`src/rtl/serializer_pkg.sv`:
```
// Shared types and constants for the serial-link transmitter (serializer_rl).
package serializer_pkg;
    localparam int DEFAULT_WIDTH = 8;

    localparam logic RL_LSB_FIRST = 1'b0;
    localparam logic RL_MSB_FIRST = 1'b1;

    typedef enum logic [1:0] {
        IDLE  = 2'd0,
        SHIFT = 2'd1,
        DONE  = 2'd2
    } state_t;
endpackage

```
`src/rtl/serializer_ctrl.sv`:
```
// Frame sequencer for serializer_rl: IDLE/SHIFT/DONE FSM with a bit counter,
// issuing load/shift strobes and the registered Busy/Done handshake.
module serializer_ctrl
    import serializer_pkg::*;
#(
    parameter int WIDTH = DEFAULT_WIDTH
) (
    input  logic i_clk,
    input  logic i_srst,
    input  logic i_en,
    input  logic i_load,
    output logic o_load,
    output logic o_shift,
    output logic o_last,
    output logic o_busy,
    output logic o_done
);
    localparam int CW = $clog2(WIDTH);
    localparam logic [CW-1:0] LAST_CNT = CW'(WIDTH - 1);

    state_t        r_state;
    logic [CW-1:0] r_cnt;
    logic          r_busy;
    logic          r_done;

    logic w_in_shift;
    logic w_last;

    assign w_in_shift = (r_state == SHIFT) && i_en;
    assign w_last     = w_in_shift && (r_cnt == LAST_CNT);

    assign o_load  = (r_state == IDLE) && i_en && i_load;
    assign o_shift = w_in_shift && !w_last;
    assign o_last  = w_last;
    assign o_busy  = r_busy;
    assign o_done  = r_done;

    always_ff @(posedge i_clk) begin
        if (i_srst) begin
            r_state <= IDLE;
            r_cnt   <= '0;
            r_busy  <= 1'b0;
            r_done  <= 1'b0;
        end else begin
            case (r_state)
                IDLE: begin
                    if (o_load) begin
                        r_state <= SHIFT;
                        r_cnt   <= '0;
                        r_busy  <= 1'b1;
                    end
                end
                SHIFT: begin
                    if (w_last) begin
                        r_state <= DONE;
                        r_busy  <= 1'b0;
                        r_done  <= 1'b1;
                    end else if (i_en) begin
                        r_cnt <= r_cnt + 1'b1;
                    end
                end
                DONE: begin
                    // Leaves DONE regardless of En so Done is exactly one clock.
                    r_state <= IDLE;
                    r_done  <= 1'b0;
                end
                default: begin
                    r_state <= IDLE;
                    r_busy  <= 1'b0;
                    r_done  <= 1'b0;
                end
            endcase
        end
    end
endmodule

```
`src/rtl/serializer_rl.sv`:
```
// Parallel-in serial-out transmitter: captures D on Load and sends it LSB- or
// MSB-first so a same-RL receiving shifter ends up holding the original word.
module serializer_rl
    import serializer_pkg::*;
#(
    parameter int WIDTH = DEFAULT_WIDTH
) (
    input  logic             Clk,
    input  logic             Reset,
    input  logic             En,
    input  logic             Load,
    input  logic             RL,
    input  logic [WIDTH-1:0] D,
    output logic             Out,
    output logic             Busy,
    output logic             Done
);
    logic [WIDTH-1:0] r_shreg;
    logic             r_rl;
    logic             r_out;

    logic [WIDTH-1:0] w_shift_next;
    logic             w_load;
    logic             w_shift;
    logic             w_last;
    logic             w_busy;
    logic             w_done;

    serializer_ctrl #(.WIDTH(WIDTH)) u_ctrl (
        .i_clk   (Clk),
        .i_srst  (Reset),
        .i_en    (En),
        .i_load  (Load),
        .o_load  (w_load),
        .o_shift (w_shift),
        .o_last  (w_last),
        .o_busy  (w_busy),
        .o_done  (w_done)
    );

    // Shift one place toward the output end; the vacated end fills with 0.
    for (genvar gi = 0; gi < WIDTH; gi++) begin : g_shift
        if (gi == 0) begin : g_lo
            assign w_shift_next[gi] = r_rl ? 1'b0 : r_shreg[gi+1];
        end else if (gi == WIDTH - 1) begin : g_hi
            assign w_shift_next[gi] = r_rl ? r_shreg[gi-1] : 1'b0;
        end else begin : g_mid
            assign w_shift_next[gi] = r_rl ? r_shreg[gi-1] : r_shreg[gi+1];
        end
    end

    always_ff @(posedge Clk) begin
        if (Reset) begin
            r_shreg <= '0;
            r_rl    <= RL_LSB_FIRST;
            r_out   <= 1'b0;
        end else if (w_load) begin
            r_shreg <= D;
            r_rl    <= RL;
            r_out   <= (RL == RL_MSB_FIRST) ? D[WIDTH-1] : D[0];
        end else if (w_shift) begin
            r_shreg <= w_shift_next;
            r_out   <= (r_rl == RL_MSB_FIRST) ? w_shift_next[WIDTH-1] : w_shift_next[0];
        end else if (w_last) begin
            r_out   <= 1'b0;
        end
    end

    assign Out  = r_out;
    assign Busy = w_busy;
    assign Done = w_done;
endmodule

```
`config.mk`:
```
export PLATFORM = sky130hd
export DESIGN_NAME = serializer_rl
export DESIGN_NICKNAME = d
export VERILOG_FILES = /design/src/rtl/serializer_pkg.sv /design/src/rtl/serializer_ctrl.sv /design/src/rtl/serializer_rl.sv
export SDC_FILE = /design/constraint.sdc
export NUM_CORES = 1
export LEC_CHECK = 0
export ABC_AREA = 1
export BUFFER_PORTS_ARGS = -buffer_cell sky130_fd_sc_hd__buf_2
export CAP_MARGIN = 5
export CORE_UTILIZATION = 40
export DETAILED_ROUTE_END_ITERATION = 8
export PLACE_DENSITY = 0.58
export SKIP_LAST_GASP = 1
export SYNTH_ARGS = -nofsm -noshare
export SYNTH_HDL_FRONTEND = slang
export SYNTH_SLANG_ARGS = --single-unit
```
`constraint.sdc`:
```
create_clock -name Clk -period 1.9 [get_ports Clk]
set_clock_uncertainty 0.2 [all_clocks]
set_input_delay 0.38 -clock Clk [delete_from_list [all_inputs] [get_ports Clk]]
set_output_delay 0.38 -clock Clk [all_outputs]
set_load 0.01 [all_outputs]
```
==> summary.txt <==
Clocking
  • PostCTS Resize Cnt: 0
  • Hold buffer count at CTS: 0
  • Post-CTS Setup Bufs: 0
  • CTS root buf: clkbuf_4
  • CTS Buf Count: 3
  • Sink Count: 17
  • Worst-path clk slew: between 0.1 and 0.15 ns
  • Latest clock arrival within the worst-skew pair: ~0.29 ns
  • H-tree levels: 1
  • CTS tree: yes
  • Clk buf depth: 2

Worst hold path
  • Hold Path Origin: Reset
  • Tightest Hold Check Type: input port to register
  • Hold Path Cell Cnt: 2

Power
  • Combinational share of power: 23.2%
  • Clock share of power: 26.0%
  • Peak VDD IR: about 0.00038 V
  • Final Total Pwr: approximately 790 uW
  • Pwr Density: ~680 nW/um2
  • Pleak: 0.000650 uW
  • Psw: between 200 and 300 uW
  • Flop pwr share: around half
  • Switching Share: between 30% and 40%
  • Internal power: roughly 530 uW

Critical path
  • Worst reg2reg startpoint: u_ctrl.r_cnt[0]
  • Setup crit end kind: register
  • CP Max Fanout: 12
  • CP Launch Point: u_ctrl.r_cnt[0]
  • Critical path type: register to register
  • Crit path DAT: roughly 1.7 ns
  • Worst Setup Start Kind: register
  • R2R cell count: 7
  • Worst EP required: around 2.0 ns

Drt
  • Drt first pass iters: 4
  • Detailed-route via count: around 1,000
  • Detailed Route WL: around 2.2 mm
  • Final antenna-violating net count: 0
  • DRC viols: 0
  • Wire length per cell: just over 10 um
  • Drt initial violations: 15
  • Vias/cell: around 4.6

Synth
  • Synthesized cell area: roughly 1100 um2
  • Cell variety after synth: 19
  • Post-synth EDFFs: 0
  • Syn Inst Count: about 170
  • Syn_nets: 187
  • Post-synthesis sequential area ratio: between 30% and 40%
  • Post-synth ARST share: 0%
  • Post-synth top cells: nand2_1 (53), nor2_1 (34), inv_1 (22), nand3_1 (22), dfxtp_1 (17)
  • Most numerous cell in the Yosys netlist: nand2_1
  • Top cells by area, synth: dfxtp_1 (32%), nand2_1 (19%), nor2_1 (12%), nand3_1 (10%), inv_1 (7.8%)
  • Synth area leader: dfxtp_1
  • Synth Flop Type: dfxtp_1
  • Post-synth top area share: between 30% and 40%
  • Synthesized flop and latch total: 17
  • Syn_area_per_cell: roughly 6.1 um2
  • Ys Warns: 0

STA
  • # setup viols final: 0
  • Max-slew violation count: 0
  • Slew @ Worst Pin: 0.391 ns
  • Endpoints failing hold: 0
  • Tcrit/Tclk final: 84.2%
  • RSZ-0062 raised after global routing: false
  • Final worst slack: approximately 0.3 ns
  • Fin crit period: roughly 1.6 ns
  • Max Freq: 625 MHz
  • Setup_tns: 0 ns
  • Slew headroom: approximately 74%

Layout
  • ANT cells: 0
  • Non-Filler Instances: roughly 220
  • Share of cells above drive strength 1: around 17%
  • Synthesis-to-layout area growth: 9.87%
  • Final net count: between 200 and 250
  • Finished layout cell area: 1160 um2

Placed design
  • GPL Wtd Cong: around 0.73
  • DP Area: ~1100 um2
  • HPWL after detailed placement: 1.61 mm
  • Place WS: between 0.3 and 0.4 ns
  • I/O Buffers: 15
  • Inst Count DP: around 210

Floorplan
  • Starting Density: about 42%
  • Die span in x: approximately 53 um
  • Die area: around 2800 um2
  • Top-Level Pins: 16
  • Die height: ~53 um
  • Core Area: about 2500 um2
  • Cell row count: 18

GRT
  • Vias in the first global route: approximately 890
  • Initial antenna violation count: 0
  • GRT Residual Overflow: 0
  • First-pass GRT wire length: between 3 and 4 mm
  • Total GRT Usage: between 10% and 20%
  • Largest net degree at the start of global routing: 25

Outcome
  • Status: completed

Job
  • Max-cap violations: 0
[metrics by stage]
| step | util (%) | hold WS [ns] |
|---|---|---|
| CTS | 46.7 | 0.0818 |
| floorplan | - | 0.249 |
| global route | 46.7 | 0.0948 |
| finish | 46.7 | 0.0904 |
| detailed placement | 45.6 | 0.267 |
| global placement | 45.6 | 0.255 |
[layer usage]
| metal | up-vias | global-route usage (%) | routed length, um |
|---|---|---|---|
| met4 | 0 | 7.89 | 20 |
| li1 | 549 | - | - |
| met1 | 425 | 25.9 | 1140 |
| met3 | 2 | 3.16 | 99 |
| met5 | - | 0 | 0 |
| met2 | 20 | 28.3 | 966 |
[final cells by class]
class / count / area (um2)
Fill cell: 276 / 1320
Multi-Input combinational cell: 124 / 562
Sequential cell: 17 / 340
Inverter: 25 / 98.8
Timing Repair Buffer: 17 / 90.1
Tap cell: 30 / 37.5
Clock buffer: 3 / 22.5
Clock inverter: 1 / 5.00
[registers in the layout, indices dropped and copies added (netlist names)]
signal / count
u_ctrl.o_done: 1
u_ctrl.o_busy: 1
Out: 1
r_rl: 1
u_ctrl.r_state: 2
r_shreg: 8
u_ctrl.r_cnt: 3
[path summary, 6_finish.rpt]
kind	endpoint	slack (ns)
hold / removal	u_ctrl.r_state[0]	0.09
setup / recovery	Out	0.30
setup reg to reg	Out	0.30
hold reg to reg	u_ctrl.o_done	0.28
[layout by cell type (no fill, tap or decap)]
cell type	instances
buf_4	2
clkbuf_4	3
nor2_1	34
clkinv_4	1
inv_1	22
nor2_2	1
a21oi_1	3
nand2_2	1
ha_1	2
nand3_2	1
o21ai_0	2
o211ai_1	1
buf_2	15
nand3_1	22
nor2_4	3
nand2_4	1
inv_2	2
nand2_1	53
clkinv_2	1
dfxtp_1	17
[critical path, cell delays in order (launching register included)]
cell,delay [ns]
dfxtp_1,0.34
ha_1,0.20
ha_1,0.20
inv_1,0.08
nand3_2,0.23
nor2_1,0.16
nor2_1,0.05
nor2_1,0.09
[kinds of logic after synthesis]
logic type	synth area share [%]
buffers and inverters	14.3
DFF	32.3
and+or+nand+nor	47.9
adders and majority gates	2.38
AOI/OAI and AO/OA	3.09
[power by group through the flow]
stage	combinational, uW	clock [uW]	sequential (uW)
floorplan	146	0	408
global placement	184	0	410
detailed placement	185	0	410
CTS	185	213	402
global route	213	222	406
finish	183	205	402
No activity file was read; power rests on OpenSTA's default activity.
